==> src/rtl/mon_trace_capture_if.sv <==
// Trace record stream: valid/ready handshake carrying {ts, chg_mask, values}.
// Backpressure: the producer holds rec_data stable while rec_valid && !rec_ready.
interface mon_trace_capture_if #(
  parameter int REC_W = 22
);
  logic             rec_valid;
  logic             rec_ready;
  logic [REC_W-1:0] rec_data;

  modport master (output rec_valid, output rec_data, input rec_ready);
  modport slave  (input rec_valid, input rec_data, output rec_ready);
endinterface

==> src/rtl/mon_trace_capture.sv <==
// Multi-channel probe monitor: time-stamped change/strobe/shot records into a FIFO.
// Latency: 1 cycle from sampling edge to rec_valid (empty FIFO); a full FIFO drops and counts.
module mon_trace_capture #(
  parameter int NCH   = 3,
  parameter int CW    = 1,
  parameter int DEPTH = 16,
  parameter int TS_W  = 16
) (
  input  logic                         clk,
  input  logic                         rst,
  input  logic [1:0]                   mode,
  input  logic [NCH-1:0]               ch_en,
  input  logic [15:0]                  stb_period,
  input  logic [NCH*CW-1:0]            probe,
  input  logic                         clr_ovf,
  mon_trace_capture_if.master          rec,
  output logic [$clog2(DEPTH+1)-1:0]   fifo_level,
  output logic                         overflow,
  output logic [15:0]                  drop_cnt
);
  localparam int REC_W = TS_W + NCH + NCH * CW;
  localparam int AW    = $clog2(DEPTH);
  localparam int LW    = $clog2(DEPTH + 1);

  typedef enum logic [1:0] {
    M_OFF  = 2'b00,
    M_MON  = 2'b01,
    M_STB  = 2'b10,
    M_SHOT = 2'b11
  } mode_e;

  logic [TS_W-1:0]   ts_q, ts_d;
  logic [NCH*CW-1:0] last_q, last_d;
  logic              first_q, first_d;
  logic [1:0]        prev_mode_q, prev_mode_d;
  logic [15:0]       stb_cnt_q, stb_cnt_d;
  logic              shot_done_q, shot_done_d;
  logic [REC_W-1:0]  mem_q [DEPTH];
  logic [REC_W-1:0]  mem_d [DEPTH];
  logic [AW-1:0]     wr_q, wr_d, rd_q, rd_d;
  logic [LW-1:0]     count_q, count_d;
  logic              overflow_q, overflow_d;
  logic [15:0]       drop_cnt_q, drop_cnt_d;

  logic [NCH*CW-1:0] vals;
  logic [NCH-1:0]    diff, chg;
  logic [15:0]       per_eff;
  logic              entry, push, pop, full, push_ok, drop;
  logic [REC_W-1:0]  rec_in;

  // Sampling: decide whether this edge produces a record and what it holds.
  always_comb begin
    vals        = '0;
    diff        = '0;
    for (int i = 0; i < NCH; i++) begin
      if (ch_en[i]) vals[i*CW +: CW] = probe[i*CW +: CW];
      diff[i] = (probe[i*CW +: CW] != last_q[i*CW +: CW]);
    end
    entry       = first_q || (mode != prev_mode_q);
    per_eff     = (stb_period == 16'd0) ? 16'd1 : stb_period;
    push        = 1'b0;
    chg         = diff & ch_en;
    stb_cnt_d   = stb_cnt_q;
    shot_done_d = 1'b0;
    case (mode)
      M_MON: begin
        push = entry || (|(diff & ch_en));
        if (entry) chg = ch_en;
      end
      M_STB: begin
        if (entry || (stb_cnt_q >= per_eff)) begin
          push      = 1'b1;
          stb_cnt_d = 16'd1;
        end else begin
          stb_cnt_d = stb_cnt_q + 16'd1;
        end
      end
      M_SHOT: begin
        push        = !shot_done_q;
        shot_done_d = 1'b1;
        chg         = ch_en;
      end
      default: ;
    endcase
    if (ch_en == '0) push = 1'b0;
    rec_in      = {ts_q, chg, vals};
    ts_d        = ts_q + TS_W'(1);
    last_d      = probe;
    first_d     = 1'b0;
    prev_mode_d = mode;
  end

  // Record FIFO: never overwrites; a push into a full FIFO without a pop is dropped.
  always_comb begin
    pop     = (count_q != '0) && rec.rec_ready;
    full    = (count_q == LW'(DEPTH));
    push_ok = push && (!full || pop);
    drop    = push && full && !pop;
    mem_d   = mem_q;
    wr_d    = wr_q;
    rd_d    = rd_q;
    if (push_ok) begin
      mem_d[wr_q] = rec_in;
      wr_d        = wr_q + AW'(1);
    end
    if (pop) rd_d = rd_q + AW'(1);
    count_d    = count_q + LW'(push_ok) - LW'(pop);
    overflow_d = overflow_q;
    drop_cnt_d = drop_cnt_q;
    // A drop on the same edge as a clear wins: the clear applies first, then the drop counts.
    if (drop) begin
      overflow_d = 1'b1;
      if (clr_ovf)                     drop_cnt_d = 16'd1;
      else if (drop_cnt_q != 16'hFFFF) drop_cnt_d = drop_cnt_q + 16'd1;
    end else if (clr_ovf) begin
      overflow_d = 1'b0;
      drop_cnt_d = 16'd0;
    end
  end

  always_ff @(posedge clk) begin
    if (rst) begin
      ts_q        <= '0;
      last_q      <= '0;
      first_q     <= 1'b1;
      prev_mode_q <= 2'b00;
      stb_cnt_q   <= 16'd1;
      shot_done_q <= 1'b0;
      wr_q        <= '0;
      rd_q        <= '0;
      count_q     <= '0;
      overflow_q  <= 1'b0;
      drop_cnt_q  <= 16'd0;
    end else begin
      ts_q        <= ts_d;
      last_q      <= last_d;
      first_q     <= first_d;
      prev_mode_q <= prev_mode_d;
      stb_cnt_q   <= stb_cnt_d;
      shot_done_q <= shot_done_d;
      wr_q        <= wr_d;
      rd_q        <= rd_d;
      count_q     <= count_d;
      overflow_q  <= overflow_d;
      drop_cnt_q  <= drop_cnt_d;
    end
  end

  always_ff @(posedge clk) begin
    mem_q <= mem_d;
  end

  assign rec.rec_valid = (count_q != '0);
  assign rec.rec_data  = (count_q != '0) ? mem_q[rd_q] : '0;
  assign fifo_level    = count_q;
  assign overflow      = overflow_q;
  assign drop_cnt      = drop_cnt_q;
endmodule

==> src/flat_wrapper.sv <==
// flat-port wrapper written by rule: the top's interface ports become plain ports
module mon_trace_capture_flat 
#(
  parameter int NCH   = 3,
  parameter int CW    = 1,
  parameter int DEPTH = 16,
  parameter int TS_W  = 16
)
  (clk, rst, mode, ch_en, stb_period, probe, clr_ovf, fifo_level, overflow, drop_cnt, rec_rec_valid, rec_rec_data, rec_rec_ready);
  mon_trace_capture_if #(.REC_W(22)) rec_i ();
  input  logic clk;
  input  logic rst;
  input  logic [1:0] mode;
  input  logic [NCH-1:0] ch_en;
  input  logic [15:0] stb_period;
  input  logic [NCH*CW-1:0] probe;
  input  logic clr_ovf;
  output logic [$clog2(DEPTH+1)-1:0] fifo_level;
  output logic overflow;
  output logic [15:0] drop_cnt;
  output wire logic [$bits(rec_i.rec_valid)-1:0] rec_rec_valid;
  output wire logic [$bits(rec_i.rec_data)-1:0] rec_rec_data;
  input wire logic [$bits(rec_i.rec_ready)-1:0] rec_rec_ready;
  assign rec_rec_valid = rec_i.rec_valid;
  assign rec_rec_data = rec_i.rec_data;
  assign rec_i.rec_ready = rec_rec_ready;
  mon_trace_capture #(.NCH(NCH), .CW(CW), .DEPTH(DEPTH), .TS_W(TS_W)) u_core (.clk(clk), .rst(rst), .mode(mode), .ch_en(ch_en), .stb_period(stb_period), .probe(probe), .clr_ovf(clr_ovf), .rec(rec_i), .fifo_level(fifo_level), .overflow(overflow), .drop_cnt(drop_cnt));
endmodule
==> config.mk <==
export PLATFORM = sky130hd
export DESIGN_NAME = mon_trace_capture_flat
export DESIGN_NICKNAME = d
export VERILOG_FILES = /design/src/rtl/mon_trace_capture_if.sv /design/src/rtl/mon_trace_capture.sv /design/src/flat_wrapper.sv
export SDC_FILE = /design/constraint.sdc
export NUM_CORES = 1
export LEC_CHECK = 0
export ABC_AREA = 1
export CAP_MARGIN = 20
export CORE_MARGIN = 2
export CORE_UTILIZATION = 45
export CTS_CLUSTER_DIAMETER = 40
export DETAILED_ROUTE_END_ITERATION = 8
export GPL_ROUTABILITY_DRIVEN = 0
export MAX_ROUTING_LAYER = met4
export PLACE_DENSITY = 0.71
export SYNTH_ARGS = -nofsm -noshare
export SYNTH_HDL_FRONTEND = slang
export SYNTH_SLANG_ARGS = --single-unit
==> constraint.sdc <==
create_clock -name clk -period 3.9 [get_ports clk]
set_input_delay 1.17 -clock clk [delete_from_list [all_inputs] [get_ports clk]]
set_output_delay 1.17 -clock clk [all_outputs]
set_load 0.02 [all_outputs]
Word-level counts from Yosys, hierarchy flattened

Cells that the tools add are included.

Add/subtract/negate cells: 7
Magnitude comparators: 4
Equal/unequal tests: 9
Muxes and demuxes: 25
Bitwise logic cells: 3
Reduce and logical (&&, ||, !) cells: 19

Operators by type and width:

| operator                                                                      | number |
|---|---|
| 352-bit bitwise mux                                                           | 1 |
| 16-bit 2-to-1 mux                                                             | 6 |
| 22-bit binary-select mux with 4-bit select                                    | 1 |
| 22-bit demux with 4-bit select                                                | 1 |
| 22-bit 2-to-1 mux                                                             | 4 |
| 16-bit by 1-bit adder with 16-bit output (second input constant)              | 3 |
| 16-bit greater-or-equal comparator                                            | 1 |
| 16-bit logical NOT                                                            | 1 |
| 16-bit != test (second input constant)                                        | 1 |
| 5-bit greater-or-equal comparator (second input constant)                     | 2 |
| 4-bit NOT with 5-bit output                                                   | 2 |
| 1-bit 2-to-1 mux                                                              | 9 |
| 4-bit by 1-bit adder with 4-bit output (second input constant)                | 2 |
| 3-bit case mux with 2 select lines                                            | 1 |
| 5-bit by 1-bit adder with 5-bit output                                        | 1 |
| 5-bit equality test (second input constant)                                   | 1 |
| 1-bit logical AND                                                             | 5 |
| 5-bit by 1-bit less-than comparator with 1-bit output (second input constant) | 1 |
| 5-bit nonzero test                                                            | 1 |
| 5-bit by 1-bit subtractor with 5-bit output                                   | 1 |
| 2-bit equality test (second input constant)                                   | 2 |
| 1-bit logical OR                                                              | 4 |
| 2-bit nonzero test                                                            | 2 |
| 3-bit AND                                                                     | 1 |
| other kinds (9)                                                               | 13 |

Bits in registers: 421
Input port bits: 28
Output and inout bits: 45
Word-level logic and storage cells: 94

Longest topological paths before layout

Depth in word-level cells: 11
Depth in mapped cells: 23
Gate-level depth less buffers: 23

Worst setup path after synthesis

No wires, ideal clock.

Path kind: input to register
From: in stb_period[9]
To: reg u_core.mem_q[110] (netlist name), enable pin
Setup time: 0.401 ns
Arrival: 3.571 ns
Data required time: 3.499 ns
Slack: -0.071 ns
Stages: 17
Buffers on the path: 0
Cells stage by stage: nor4_1 -> a41o_1 -> ha_1 -> nand2_1 -> nor2_1 -> nor2_1 -> nand2_1 -> nand2_1 -> nand2_1 -> nand2_1 -> nand2_1 -> nand2_2 -> nand2_2 -> nand2_2 -> nor2_8 -> nand2_1 -> nor2_1

Word-level cells in the longest chain between the ends: 8

Ends and longest elaborated chain:

| item                                   | RTL line                 | RTL |
|---|---|---|
| start, declared                        | flat_wrapper.sv:15       | `input logic [15:0] stb_period;` |
| 16-bit logical NOT                     | mon_trace_capture.sv:60  | `per_eff = (stb_period == 16'd0) ? 16'd1 : stb_period;` |
| 16-bit 2-to-1 mux (*)                  | mon_trace_capture.sv:60  |  |
| 16-bit greater-or-equal comparator (*) | mon_trace_capture.sv:71  | `if (entry \|\| (stb_cnt_q >= per_eff)) begin` |
| 1-bit logical OR (*)                   | mon_trace_capture.sv:71  |  |
| 1-bit 2-to-1 mux (*)                   | mon_trace_capture.sv:71  |  |
| 1-bit case mux with 3 select lines (*) | mon_trace_capture.sv:65  | `case (mode)` |
| 1-bit 2-to-1 mux (*)                   | mon_trace_capture.sv:85  | `if (ch_en == '0) push = 1'b0;` |
| 1-bit logical AND (*)                  | mon_trace_capture.sv:97  | `push_ok = push && (!full \|\| pop);` |
| via u_core.push_ok                     | mon_trace_capture.sv:48  | `logic entry, push, pop, full, push_ok, drop;` |
| end signal, assigned                   | mon_trace_capture.sv:150 | `mem_q <= mem_d;` |
| end, declared                          | mon_trace_capture.sv:38  | `logic [REC_W-1:0] mem_q [DEPTH];` |

The timed path passes the listed nets; every way through them passes the cells marked *.
A chain may end at the register's enable or synchronous reset.

Worst setup path in the final report

From: reg u_core.rd_q[1]
To: out rec_rec_data[7]

Word-level cells in the longest chain between the ends: 5

Ends and longest elaborated chain:

| item                                                  | RTL line                 | RTL |
|---|---|---|
| start, declared                                       | mon_trace_capture.sv:40  | `logic [AW-1:0] wr_q, wr_d, rd_q, rd_d;` |
| start signal, assigned                                | mon_trace_capture.sv:142 | `rd_q <= rd_d;` |
| 4-bit NOT with 5-bit output (implied by the code)     | mon_trace_capture.sv:154 | `assign rec.rec_data = (count_q != '0) ? mem_q[rd_q] : '0;` |
| 22-bit binary-select mux with 4-bit select            | mon_trace_capture.sv:154 |  |
| 22-bit 2-to-1 mux (implied by the code) (2 in series) | mon_trace_capture.sv:154 |  |
| 22-bit 2-to-1 mux                                     | mon_trace_capture.sv:154 |  |
| end, declared                                         | flat_wrapper.sv:22       | `output wire logic [$bits(rec_i.rec_data)-1:0] rec_rec_data;` |

Every way passes these cells. The select of a mux whose other input is x is not followed.

==> metrics.cfg <==
[run_status]
status = completed

[clock_network]
cts_inserted_buffers = 51
clk_path_buf_depth = 3
clkLatencyLatePin_ns = 0.59
cts.clk_slew.worst_paths_ns = 0.06
hold_buffers = 0
cts_root_buf = clkbuf_16
cts_tree = done
htreeDepth = 2
cts_sinks = 421

[route]
ant_nets = 0
vias = 12700
wl_per_cell_um = 19.7
routed_wirelength_um = 43800
drt_first_pass_iters = 5
drcViolationCount = 0
via_per_inst = 5.71
drtIter0Drc = 1204

[die]
die_h_um = 202
die_w_um = 202
initial_core_util_pct = 45.6
core_um2 = 38600
die_area_um2 = 40700
num_io_pins = 73
rows = 72

[synthesis]
syn-num-nets = 1609
ys_warn_count = 0
syn_area_per_cell_um2 = 11.4
ys_types = 41
synthMostInstantiatedCell = edfxtp_1
synthesis.instances = 1550
synth.area.top_cells = edfxtp_1 (60%), dfxtp_1 (7.8%), nor2_1 (6.3%), o21ai_0 (6.0%), o221ai_1 (3.0%)
synth.top_cell.area_share_pct = 60.0
synthArstFlopShare_pct = 0
yosysSeqAreaShare_pct = 67.8
yosys.area.top_type = edfxtp_1
netlist_area_um2 = 17600
synth_edf_count = 352
synthFlopType = edfxtp_1
synth_common_cells = edfxtp_1 (352), nor2_1 (296), o21ai_0 (212)
synth-seq-cells = 421

[sta]
worstMarginPinSlew_ns = 0.869
fmax_ghz = 0.265
post-route-period-util_pct = 96.7
hold_viol = 0
drv_slew = 0
period_needed_ns = 3.77
tns_ns = 0
relSlewSlack_pct = 42.1
setup_viol = 0
fin_skew_ns = 0.0244

[global_routing]
grt_remaining_overflow = 0
track_usage_pct = 22.2
grt_max_degree = 58
antenna_found_initial = 0
grt_pass1_wl_um = 69000
first_global_vias = 12534

[final_layout]
nNetsFinal = 1726
layout-drive-gt1-share_pct = 11.8
area_growth_pct = 20.5
antenna_cells = 0
layoutNonFillerInstCount = 2224
design_area_um2 = 21200

[pwr]
power_uw = 12400
p_per_area_nw_per_um2 = 586
ir_drop_uv = 335
p_leak_uw = 0.00754

[flow_run]
cap_violations = 0

[placed_design]
io_buffers = 72
placed_cell_area_um2 = 19500
place_inst = 2125
hpwl_um = 26900

[setup_path]
cp-start-kind = register
crit_required_ns = 2.73
r2r-start = u_core.fifo_level[2]$_SDFF_PP0_
worst_setup_path_end_kind = output pin
worstPathMaxFanout = 42
cp.arrival_ns = 2.60
ff2ff_path_depth = 17
criticalPathCategory = register to output pin
reg2reg_slack_ns = 0.82
r2r_end = u_core.fifo_level[4]$_SDFF_PP0_

[min_path]
min_path_cells = 2
min_path_type = register to register
min_to = u_core.overflow$_SDFFE_PP0P_
hold_path_startpoint = u_core.overflow$_SDFFE_PP0P_

[state kept, by name, summed over array words and instances, names as in the netlist]
signal and cells:
u_core.wr_q 4, u_core.overflow 1, u_core.last_q 3, u_core.prev_mode_q 2, u_core.shot_done_q 1, u_core.rd_q 4
u_core.ts_q 16, u_core.drop_cnt 16, u_core.mem_q 352, u_core.first_q 1, u_core.fifo_level 5, u_core.stb_cnt_q 16
[cells by family after synthesis]
family / count (synthesis) / share of synthesized area (%)
xor+xnor: 19 / 0.945
fa+ha+maj: 31 / 2.24
flops: 421 / 67.8
buf+inv: 184 / 4.05
simple gates: 522 / 12.7
compound gates: 373 / 12.3
[worst max-delay path: stages (launching register included)]
cell           delay (ns)
dfxtp_4              0.42
inv_4                0.16
buf_12               0.24
buf_4                0.21
o21ai_0              0.09
o221ai_1             0.16
nand3_1              0.16
a21oi_1              0.22
dlygate4sd2_1        0.35
[how the worst max path moves through the flow]
stage	slack, ns	from	cells past startpoint	endpoint
5_1_grt	-0.02	stb_period[6]	23	u_core.fifo_level[4]$_SDFF_PP0_
6_report	0.13	u_core.rd_q[1]$_SDFFE_PP0P_	8	rec_rec_data[7]
4_1_cts	0.05	u_core.rd_q[1]$_SDFFE_PP0P_	8	rec_rec_data[11]
2_1_floorplan	-0.07	stb_period[9]	17	u_core.mem_q[110]$_DFFE_PP_
3_5_place_dp	-0.45	stb_period[5]	23	u_core.fifo_level[4]$_SDFF_PP0_
3_3_place_gp	-0.40	stb_period[5]	23	u_core.fifo_level[4]$_SDFF_PP0_
[layout make-up]
| cell class | instances | area [µm²] |
|---|---|---|
| clock inverters | 30 | 322 |
| inverters | 101 | 389 |
| clock buffers | 62 | 1330 |
| fillers | 3156 | 17400 |
| repair buffers | 147 | 1570 |
| multi-input cells | 945 | 5010 |
| well taps | 518 | 648 |
| flip-flops and latches | 421 | 12000 |
[per-layer routing]
metal	up-vias	track usage, %	wire length, µm
li1	5841	-	-
met1	6189	30.1	18600
met2	593	34.9	20600
met3	77	3.19	3640
met4	0	6.51	971
met5	-	-	0
[through the flow]
stage	hold slack, ns	utilization [%]	setup WS, ns
finish	0.481	54.9	0.128
global route	0.515	54.9	-0.0180
CTS	0.486	54.9	0.0541
detailed placement	0.475	50.4	-0.447
global placement	0.476	50.4	-0.399
floorplan	0.464	-	-0.0713
[repair_timing]
| item | 4_1_cts | 5_1_grt |
|---|---|---|
| buffers inserted | 5 | 1 |
| pin swaps | 0 | 2 |
| resized for setup | 31 | 13 |
| setup endpoints to repair | 22 | 11 |
| gates cloned | 1 | 0 |
[power breakdown]
part           switching [µW]  internal (µW)  leakage (µW)
logic                    1730            990       0.00289
clock network            1880           2730      0.000794
registers                 115           4990       0.00386
total                    3720           8710       0.00754
[placed cells by master, fill, tap and decap left out, drive strengths merged, types with 4 or more instances in the layout]
master,synthesis,layout
a21oi,62,62
buf,18,74
bufinv,0,4
clkbuf,65,64
clkdlybuf4s15,0,5
clkdlybuf4s50,0,50
clkinv,2,13
clkinvlp,0,4
dfxtp,69,69
dlygate4sd2,0,15
edfxtp,352,352
ha,30,30
inv,99,110
nand2,103,103
nand3,66,66
nand4,22,22
nor2,301,301
nor3,20,20
nor3b,5,5
nor4,4,4
o21ai,212,212
o221ai,60,60
o22ai,29,29
xnor2,6,6
xor2,13,13
No activity file was read; power rests on OpenSTA's default activity.
==> patch (same flow settings) <==
Compare `count_q` against `LW'(DEPTH)` with >= in place of ==.
--- a/src/rtl/mon_trace_capture.sv
+++ b/src/rtl/mon_trace_capture.sv
@@ -93,7 +93,7 @@
   // Record FIFO: never overwrites; a push into a full FIFO without a pop is dropped.
   always_comb begin
     pop     = (count_q != '0) && rec.rec_ready;
-    full    = (count_q == LW'(DEPTH));
+    full    = (count_q >= LW'(DEPTH));
     push_ok = push && (!full || pop);
     drop    = push && full && !pop;
     mem_d   = mem_q;
Behaviour: same outputs for any inputs over 4 cycles, from zero or initial values and one cycle with rst high; that may be too few to reach the edited logic, so the function may still have changed.
==> patch against the original RTL <==
- wire length is 5.2% lower
- design area is 0.20% higher
- via count is 3.4% lower
- setup slack worse by 0.056 ns
- total power is 1.3% higher
- critical path type unchanged
- synthesized area is 0.16% higher
- sequential cell count stayed put
- sequential power hardly changed
- first-iteration DRC count is 8.1% lower
==> patch: results (changes against the original RTL) <==
Logic synthesis
  • Syn_nets: 1,567 (-2.6%)
  • Ranking of synthesized cells by area: edfxtp_1 60%, dfxtp_1 7.8%, nor2_1 5.5%
  • Avg Cell Area, Syn: 11.7 um^2 (+3.0%)
  • Synth top cells by count: 352 x edfxtp_1, 260 x nor2_1, 194 x o21ai_0, 89 x inv_1, 87 x nand2_1
  • Post-synth cell types: 48 (+17%)
  • Register area share after synthesis: 67.7% (-0.11 points)

Run status
  • Outcome: finished, final reports clean

Setup path
  • CP max stage delay: 0.40 ns (-0.02 ns)
  • CP startpoint: u_core.rd_q[1]
  • Crit path arrival time: 2.66 ns (+0.06 ns)
  • R2R depth: 14 (-3)
  • Max FO, Critical Path: 47 (+12%)
  • CP max stage cell: dfxtp_4

Global route
  • Largest net degree at the start of global routing: 81 (+40%)
  • GRT Total Usage: 20.8% (-1.4 points)
  • First-pass GRT wire length: 65,000 um (-5.9%)

Detailed routing
  • DR pass1 iterations: 8 (+3)
  • WL/cell: 19.0 um (-3.4%)
  • Vias: 12,263 (-3.4%)
  • DR iter-0 viols: 1,107 (-8.1%)

Finish
  • Post-layout util: 55.0% (+0.11 points)
  • Post-Layout Cell Count: 2,182 (-1.9%)
  • Layout filler cell count: 3,128 (-0.89%)
  • Share of cells above drive strength 1: 13.5% (+1.7 points)
  • Nets: 1,679 (-2.7%)

Placed design
  • Dpl cells: 2,081 (-2.1%)
  • DPL Wire Length: 26,100 um (-3.0%)
  • Pre-CTS WS: -0.287 ns (+0.161 ns)
  • Placed instance area: 19,500 um^2 (about the same)

Clock network
  • CTS Buf Count: 53 (+3.9%)
  • Post-CTS Setup Bufs: 1 (-4)
  • Post-cts gate resize count: 28 (-9.7%)

Power
  • Leak pwr: 7.36 nW (-2.4%)
  • Switch Pwr: 0.00374 W (+0.55%)
  • Max VDD drop: 0.397 mV (+18%)

STA
  • Clk_skew: 0.0356 ns (+0.0113 ns)
## patch: cell types whose count changed in the layout (fill, tap and decap cells not counted), moves of 10 or more
cell      delta
nor2_1      -35
o21ai_0     -18
nand2_1     -11
nand3_2     +10
nand3_1     -22
o211ai_1    +31
## patch: layout make-up
class	instances	area share [%]
well taps	518	3.05
multi-input cells	908	23.8
clock buffers	63	6.51
flip-flops and latches	421	56.2
repair buffers	141	6.90
inverters	95	1.71
clock inverters	36	1.81
## patch: worst paths after layout
kind / end / slack [ns]
setup / recovery: rec_rec_data[2] / 0.07
hold / removal: u_core.overflow / 0.49
setup reg to reg: u_core.fifo_level[4] / 1.15
hold reg to reg: u_core.overflow / 0.49
## patch: worst min-delay path, cell delays in order (launching register included)
cell and delay [ns]:
dfxtp_1 0.32, nand2_1 0.06, a21oi_1 0.05
## patch: kinds of logic after synthesis
family	count (synthesis)	share of synthesized area [%]
fa+ha+maj	31	2.24
buf+inv	179	4.07
compound gates	390	13.3
flops	421	67.7
simple gates	464	11.5
xor+xnor	23	1.14
## patch: per-layer routing
| layer | track usage [%] | routed length [um] | up-vias |
|---|---|---|---|
| met5 | - | 0 | - |
| met3 | 3.93 | 3420 | 71 |
| met4 | 6.22 | 862 | 0 |
| li1 | - | - | 5747 |
| met2 | 32.2 | 19400 | 532 |
| met1 | 28.1 | 17800 | 5913 |
## patch: power groups by stage
stage          clock network [W]  registers, W  logic [W]
6_report                 0.00482       0.00509    0.00268
5_1_grt                  0.00509       0.00510    0.00293
4_1_cts                  0.00490       0.00509    0.00266
3_5_place_dp                   0       0.00518    0.00272
3_3_place_gp                   0       0.00518    0.00267
2_1_floorplan                  0       0.00515    0.00157
